--- src/rtl/hazard_stall_unit.sv ---
// Pipeline hazard control: load-use and HI/LO interlocks, branch flush, stall-cycle counter.
// Control outputs are combinational in the same cycle; the HI/LO busy tracker and counter are registered.
module hazard_stall_unit #(
    parameter int MULDIV_LAT = 8
) (
    input  logic        Clk,
    input  logic        Rst,
    input  logic [4:0]  IFIDrs,
    input  logic [4:0]  IFIDrt,
    input  logic        IFIDUsesRt,
    input  logic        IDMulDivIssue,
    input  logic        IDReadHILO,
    input  logic        IDEXMemRead,
    input  logic [4:0]  IDEXWriteReg,
    input  logic        BranchTaken,
    output logic        PCWrite,
    output logic        IFIDWrite,
    output logic        IFIDFlush,
    output logic        IDEXBubble,
    output logic        MulDivBusy,
    output logic [15:0] StallCycles
);

    typedef enum logic {IDLE, BUSY} state_t;

    localparam logic [4:0] LOAD_CNT = 5'(MULDIV_LAT - 1);

    state_t     state;
    logic [4:0] busy_cnt;
    logic       load_use;
    logic       hilo_stall;
    logic       issue_ok;

    assign MulDivBusy = (state == BUSY);

    // Register 0 is hardwired, so a pending write to it never creates a dependency.
    assign load_use = IDEXMemRead && (IDEXWriteReg != 5'd0) &&
                      ((IDEXWriteReg == IFIDrs) || (IFIDUsesRt && (IDEXWriteReg == IFIDrt)));

    assign hilo_stall = MulDivBusy && (IDReadHILO || IDMulDivIssue);
    assign issue_ok   = IDMulDivIssue && !BranchTaken && !load_use && !MulDivBusy;

    always_comb begin
        PCWrite    = 1'b1;
        IFIDWrite  = 1'b1;
        IFIDFlush  = 1'b0;
        IDEXBubble = 1'b0;
        if (Rst || BranchTaken) begin
            IFIDFlush  = 1'b1;
            IDEXBubble = 1'b1;
        end else if (load_use || hilo_stall) begin
            PCWrite    = 1'b0;
            IFIDWrite  = 1'b0;
            IDEXBubble = 1'b1;
        end
    end

    always_ff @(posedge Clk) begin
        if (Rst) begin
            state    <= IDLE;
            busy_cnt <= 5'd0;
        end else if (state == IDLE) begin
            if (issue_ok) begin
                state    <= BUSY;
                busy_cnt <= LOAD_CNT;
            end
        end else begin
            // A running countdown is never aborted by a branch; the unit is already committed.
            if (busy_cnt == 5'd0) begin
                state <= IDLE;
            end else begin
                busy_cnt <= busy_cnt - 5'd1;
            end
        end
    end

    always_ff @(posedge Clk) begin
        if (Rst) begin
            StallCycles <= 16'd0;
        end else if (!PCWrite && (StallCycles != 16'hFFFF)) begin
            StallCycles <= StallCycles + 16'd1;
        end
    end

endmodule

--- config.mk ---
export PLATFORM = sky130hd
export DESIGN_NAME = hazard_stall_unit
export DESIGN_NICKNAME = d
export VERILOG_FILES = /design/src/rtl/hazard_stall_unit.sv
export SDC_FILE = /design/constraint.sdc
export NUM_CORES = 1
export LEC_CHECK = 0
export CAP_MARGIN = 0
export CORE_AREA = 2 2 55 57
export CTS_CLUSTER_DIAMETER = 30
export DETAILED_ROUTE_END_ITERATION = 8
export DIE_AREA = 0 0 57 59
export PLACE_DENSITY = 0.93
export REMOVE_ABC_BUFFERS = 1
export SLEW_MARGIN = 20
export SYNTH_ARGS = -nofsm -noshare
export SYNTH_HDL_FRONTEND = slang
export SYNTH_SLANG_ARGS = --single-unit
--- constraint.sdc ---
create_clock -name Clk -period 3.6 [get_ports Clk]
set_clock_uncertainty 0.2 [all_clocks]
set_input_delay 0.72 -clock Clk [delete_from_list [all_inputs] [get_ports Clk]]
set_output_delay 0.72 -clock Clk [all_outputs]
set_load 0.02 [all_outputs]
==> results by group, run 1 <==
Outcome
  • Outcome: complete, no violations

Die
  • Num rows: 19
  • Starting Density: between 40 and 50%
  • Core box area: ~2700 sq um
  • DIE WIDTH: around 57 um
  • Die area: between 3000 and 4000 sq um
  • I/O pins: 43
  • Die height: 59 um

Finish
  • Register Area: 440 sq um
  • Post-layout nets: 240
  • Final Non-Filler Cells: about 240
  • Syn-to-layout area delta: 40.1%
  • Multi-input combinational cell area: ~830 sq um
  • Fraction of layout cells with a size suffix above 1: approximately a tenth
  • Fillers: roughly 230
  • Antenna diode count: 0

Synthesis
  • Seq/Total Area, Yosys: between 30% and 40%
  • Mapped Area: 1320 sq um
  • Syn Inst Count: approximately 160
  • Average size of a mapped cell: 8.09 sq um
  • Post-synthesis cell type count: between 40 and 50
  • Main synth FF type: dfxtp_1
  • Post-synth top area cell: dfxtp_1
  • Asr flop ratio synth: 0%
  • Share of the synthesized area in the top cell type: 33.4%
  • Flops & latches, synth: 22
  • Post-synth top cells: dfxtp_1, a21oi_1, nor2_1, nand2_1, xnor2_1
  • Most frequent cell after synthesis: dfxtp_1
  • Post-synth EDFFs: 0
  • Dominant cells by area after synthesis: dfxtp_1, xnor2_1, a21oi_1
  • Synthesis Warnings: 0

STA
  • Final critical-path share of the clock period: between 90 and 100%
  • Final setup vio count: 0
  • Final Max Tran Viols: 0
  • Slew headroom: 61.0%
  • Fin. Hold Viols: 0
  • Worst Max-Slew Pin Slew: just under 0.6 ns
  • Fmax: 284 MHz
  • Min Tclk post-route: between 3 and 4 ns
  • RSZ-0062 raised after global routing: no
  • Setup tns final: 0 ns

Global route
  • Vias in the first global route: 1223
  • Antenna violations before repair: 0
  • First-pass GRT wire length: 5.35 mm
  • Largest net degree at the start of global routing: 25
  • Total global-route track usage: 19.7%
  • Gr ovfl total: 0

Power
  • PwrDens: 256 nW/um^2
  • Combinational power share: between 20% and 30%
  • Sw Ratio: 26.7%
  • Peak VDD IR: 0.209 mV
  • Internal power: ~350 uW
  • Psw: 127 uW
  • Power share of the clock group: 23.3%
  • Sequential power share: a little over half
  • LEAKAGE: 0.631 nW
  • Total power: 473 uW

Setup path
  • Worst path slowest cell: or4_1
  • CP Cell Sequence: clkdlybuf4s50_1 > or4_1 > o21a_1 > a21boi_2 > nand2b_1 > clkdlybuf4s15_1
  • Slowest stage delay, CP: 0.57 ns
  • Setup crit start kind: input port
  • Worst R2R Setup Slack: roughly 1.1 ns
  • CP Capture Type: primary output
  • CP Class: in2out
  • Crit path arrival time: between 2 and 3 ns
  • Worst Path Buf+Inv: 2
  • Required time of the critical path: 2.68 ns
  • Crit Path Max Fanout: 3
  • Worst path top cell family by delay: buffers and inverters

Routing
  • Final wirelength: 3.29 mm
  • Via density per instance: roughly 5.7
  • First DRT Iteration DRCs: between 40 and 50
  • Final ANT Viol Nets: 0
  • # DRC: 0
  • DRT Pass-1 Iters: 4
  • Routed WL per cell: between 10 and 15 um
  • Via Count: ~1400

Run
  • MaxCap Viol Count: 0

Clock tree
  • CTS H-Tree Depth: 1
  • CTS root buffer: clkbuf_4
  • Max clock buf depth: 2
  • Post-CTS Setup Inserts: 0
  • TritonCTS clock tree: done
  • Clk_lat worst skew: 0.30 ns
  • CTS Sinks: 22
  • Worst-path clk slew: 0.12 ns
  • Total CTS buffers: 3

Place
  • Post-Place Cells: 241
  • Post-DP HPWL: between 2 and 2.5 mm
  • GPL Wtd Cong: between 0.8 and 0.9
  • Port buffer count: 42

Worst hold path
  • Hold Path Class: reg2reg
[through the flow]
| step | area [sq um] | utilization, % | setup slack [ns] | hold slack, ns |
|---|---|---|---|---|
| after global placement | 1820 | 67.3 | -0.230 | 0.272 |
| final | 1850 | 68.2 | 0.0811 | 0.304 |
| after global routing | 1850 | 68.2 | 0.00115 | 0.332 |
| after CTS | 1840 | 68.0 | 0.0132 | 0.300 |
| after detailed placement | 1820 | 67.3 | -0.243 | 0.280 |
| after floorplan | 1300 | - | 0.543 | 0.244 |
[worst paths after layout]
kind	start	endpoint	cells after the start
setup / recovery	IDEXWriteReg[1]	PCWrite	6
setup reg to reg	StallCycles[0]$_SDFFE_PP0P_	StallCycles[9]$_SDFFE_PP0P_	6
hold / removal	busy_cnt[3]$_SDFFE_PP0P_	busy_cnt[3]$_SDFFE_PP0P_	1
hold reg to reg	busy_cnt[3]$_SDFFE_PP0P_	busy_cnt[3]$_SDFFE_PP0P_	1
[placed cells by master (no fill, tap or decap), types with 2 or more instances in the layout]
master,count
xnor2_1,11
inv_1,9
nand2_1,13
clkdlybuf4s15_1,2
nand3_1,7
dfxtp_1,22
clkbuf_4,3
nor2b_1,2
nand2b_1,4
or4_1,5
clkdlybuf4s50_1,39
mux2i_1,2
a21oi_1,15
o21ai_0,9
nor3_1,4
buf_4,9
or3_1,3
nand4_1,5
and3_1,2
ha_1,3
nor2_1,14
o31ai_1,5
a311oi_1,3
xor2_1,2
[state kept, by name, summed over array words and instances, names as in the netlist]
register,count
MulDivBusy,1
StallCycles,16
busy_cnt,5
[power by group through the flow]
stage | combinational [mW] | sequential, mW | clock, mW
2_1_floorplan | 0.0519 | 0.262 | 0
3_3_place_gp | 0.105 | 0.262 | 0
3_5_place_dp | 0.106 | 0.262 | 0
4_1_cts | 0.106 | 0.256 | 0.110
5_1_grt | 0.117 | 0.258 | 0.123
6_report | 0.107 | 0.256 | 0.110
[timing repair]
action | 4_1_cts | 5_1_grt
gates resized for setup | 3 | 3
setup endpoints to repair | 3 | 2
hold buffers | 0 | 0
[area by class of cell]
cell class | instances | area share, %
inverter | 9 | 1.83
multi-input combinational | 128 | 44.7
clock buffer | 3 | 1.22
timing repair buffer | 51 | 26.3
tap | 31 | 2.10
sequential | 22 | 23.8
[cell families after synthesis]
group,after synthesis,share of synthesized area [%]
AND/OR/NAND/NOR,65,26.6
AO/OA/AOI/OAI,44,21.9
flip-flops,22,33.4
XOR/XNOR,13,8.63
buffers and inverters,13,4.27
multiplexers,3,2.37
adder cells (fa/ha/maj),3,2.85
[metal layers]
| layer | track usage [%] | wire length [um] | up-vias | share of wire (%) |
|---|---|---|---|---|
| li1 | - | - | 706 | - |
| met1 | 26.7 | 1510 | 630 | 46 |
| met2 | 32.5 | 1500 | 51 | 46 |
| met3 | 3.71 | 239 | 6 | 7.3 |
| met4 | 4.98 | 37 | 0 | 1.1 |
| met5 | 0 | 0 | - | 0 |
Power figures use the tool's default switching activity.
==> inputs of run 2 (changes only) <==
CORE_AREA = 2 2 73 75   (was 2 2 55 57)
DIE_AREA = 0 0 75 77   (was 0 0 57 59)
PLACE_DENSITY = 0.61   (was 0.93)
==> run 2 against run 1 <==
Worst setup slack better by 0.038 ns. Sequential share of layout area decreased by 1.2 points. Register-to-register slack improved by 0.11 ns. Flip-flop and latch count stayed put. Critical path type unchanged. Combinational power grew 5%. Sequential power is essentially flat. Routed wire length increased by 9.8%.
==> results by group, run 2 (synthesis results as in run 1) <==
Routing
  • Via Count: ~1400
  • Final wirelength: 3.61 mm
  • Uppermost layer routed: met4
  • Routed WL per cell: roughly 13 um
  • Via density per instance: around 4.8
  • DR WL met2: roughly 1.7 mm
  • First DRT Iteration DRCs: around 70
  • Wl on met1: 1.69 mm
  • # DRC: 0
  • DRT Pass-1 Iters: 4
  • Final ANT Viol Nets: 0
  • WL met3: 239 um

Power
  • Internal power: 408 uW
  • Psw: about 140 uW
  • Power share of the clock group: 33.0%
  • Sw Ratio: 25.7%
  • Sequential power share: 46.6%
  • LEAKAGE: around 0.66 nW
  • Combinational power share: 20.3%
  • Total power: between 500 and 600 uW
  • PwrDens: about 280 nW/um^2
  • Peak VDD IR: 0.123 mV

Place
  • Port buffer count: 42
  • Post-Place Cells: ~280
  • Placement Setup Slack: -0.313 ns
  • Post-DP Area: around 1900 sq um
  • Post-DP HPWL: 2.76 mm
  • GPL Wtd Cong: slightly above 0.8

Clock tree
  • Worst-path clk slew: roughly 0.080 ns
  • Cts hold-fix bufs: 0
  • CTS root buffer: clkbuf_8
  • CTS H-Tree Depth: 1
  • CTS Sinks: 22
  • Total CTS buffers: 3
  • TritonCTS clock tree: done
  • Post-CTS Setup Inserts: 0
  • Max clock buf depth: 2
  • Clk_lat worst skew: around 0.26 ns

Die
  • Num rows: 26
  • Die area: between 5000 and 6000 sq um
  • Core box area: 4980 sq um
  • DIE WIDTH: around 75 um
  • I/O pins: 43
  • Die height: 77 um
  • Starting Density: about a quarter

STA
  • Final setup margin: roughly 0.12 ns
  • RSZ-0062 raised after global routing: no
  • Worst Max-Slew Pin Slew: about 0.56 ns
  • Final Max Tran Viols: 0
  • Fmax: about 290 MHz
  • Final critical-path share of the clock period: 96.7%
  • Slew headroom: between 60 and 70%
  • Fin. Hold Viols: 0
  • Setup tns final: 0 ns
  • Min Tclk post-route: about 3.5 ns
  • Final setup vio count: 0

Finish
  • Commonest non-fill, non-tap cells in the layout: clkdlybuf4s50_1, dfxtp_1, a21oi_1
  • Post-layout nets: roughly 240
  • Cell area after layout: 1950 sq um
  • Max reg flops: 16
  • Antenna diode count: 0
  • Largest Register: StallCycles
  • Final Non-Filler Cells: ~290
  • Fraction of layout cells with a size suffix above 1: between 10% and 20%
  • Syn-to-layout area delta: 47.8%
  • Most common cell after layout, fill and taps aside: clkdlybuf4s50_1

Setup path
  • R2R Path End: StallCycles[7]$_SDFFE_PP0P_
  • Worst R2R Path Depth: 7
  • CP Capture Type: primary output
  • Worst R2R Setup Slack: approximately 1.2 ns
  • Crit Path Max Fanout: 4
  • Setup crit start kind: input port
  • Required time of the critical path: approximately 2.7 ns
  • RR Startpoint: StallCycles[0]$_SDFFE_PP0P_
  • CP Class: in2out
  • Crit path arrival time: between 2 and 3 ns

Global route
  • Gr ovfl total: 0
  • Vias in the first global route: 1275
  • First-pass GRT wire length: about 5.6 mm
  • Antenna violations before repair: 0
  • Total global-route track usage: between 10 and 15%
  • Largest net degree at the start of global routing: 25

Worst hold path
  • Hold_sp: busy_cnt[3]$_SDFFE_PP0P_
  • WHS Endpoint: busy_cnt[3]$_SDFFE_PP0P_
  • Hold Path Class: reg2reg
  • Hold path cells: 1

Run
  • MaxCap Viol Count: 0

Outcome
  • Outcome: complete, no violations
[run 2: cell count changes in the layout (fill, tap and decap cells not counted), sizes merged]
cell	before	now
buf	9	13
clkbuf	3	6
clkdlybuf4s15	2	0
[run 2: critical path: stages]
cell,delay [ns]
clkdlybuf4s50_1,0.47
or4_1,0.53
o21a_1,0.22
a21boi_2,0.21
nand2_1,0.08
dlygate4sd2_1,0.33
[run 2: per-stage QoR]
step / hold slack (ns) / util [%]
3_3_place_gp: 0.272 / 38.2
6_report: 0.290 / 39.2
4_1_cts: 0.295 / 39.3
2_1_floorplan: 0.244 / -
5_1_grt: 0.327 / 39.2
3_5_place_dp: 0.284 / 38.2
[run 2: worst max path at each step]
stage | endpoint | start | slack [ns] | cells past startpoint
after floorplan | IFIDWrite | IDEXWriteReg[1] | 0.54 | 4
after global placement | IFIDWrite | IDEXWriteReg[3] | -0.31 | 6
after detailed placement | PCWrite | IDEXWriteReg[3] | -0.31 | 6
after CTS | PCWrite | IDEXWriteReg[3] | 0.02 | 6
after global routing | IDEXBubble | IDEXWriteReg[3] | 0.04 | 6
final | IDEXBubble | IDEXWriteReg[3] | 0.12 | 6
[run 2: cell type report]
class | instances | area, sq um
clock buffers | 4 | 55.1
flip-flops and latches | 22 | 440
inverters | 9 | 33.8
well taps | 70 | 87.6
fillers | 501 | 3030
repair buffers | 55 | 507
multi-input cells | 128 | 826
[run 2: metal layers]
metal,global-route usage [%],vias to the layer above
met5,0,-
met1,15.6,645
li1,-,711
met4,2.68,0
met2,20.2,33
met3,2.23,2
[run 2: power by group through the flow]
| stage | clock network [mW] | logic, mW | registers, mW |
|---|---|---|---|
| after global placement | 0 | 0.111 | 0.262 |
| after global routing | 0.194 | 0.124 | 0.258 |
| after CTS | 0.185 | 0.113 | 0.256 |
| final | 0.181 | 0.112 | 0.256 |
| after floorplan | 0 | 0.0519 | 0.262 |
| after detailed placement | 0 | 0.113 | 0.262 |
[run 2: repair_timing]
item / CTS / global route
endpoints found under the setup margin: 3 / 2
resized for setup: 4 / 4
hold endpoints to repair: 0 / 0
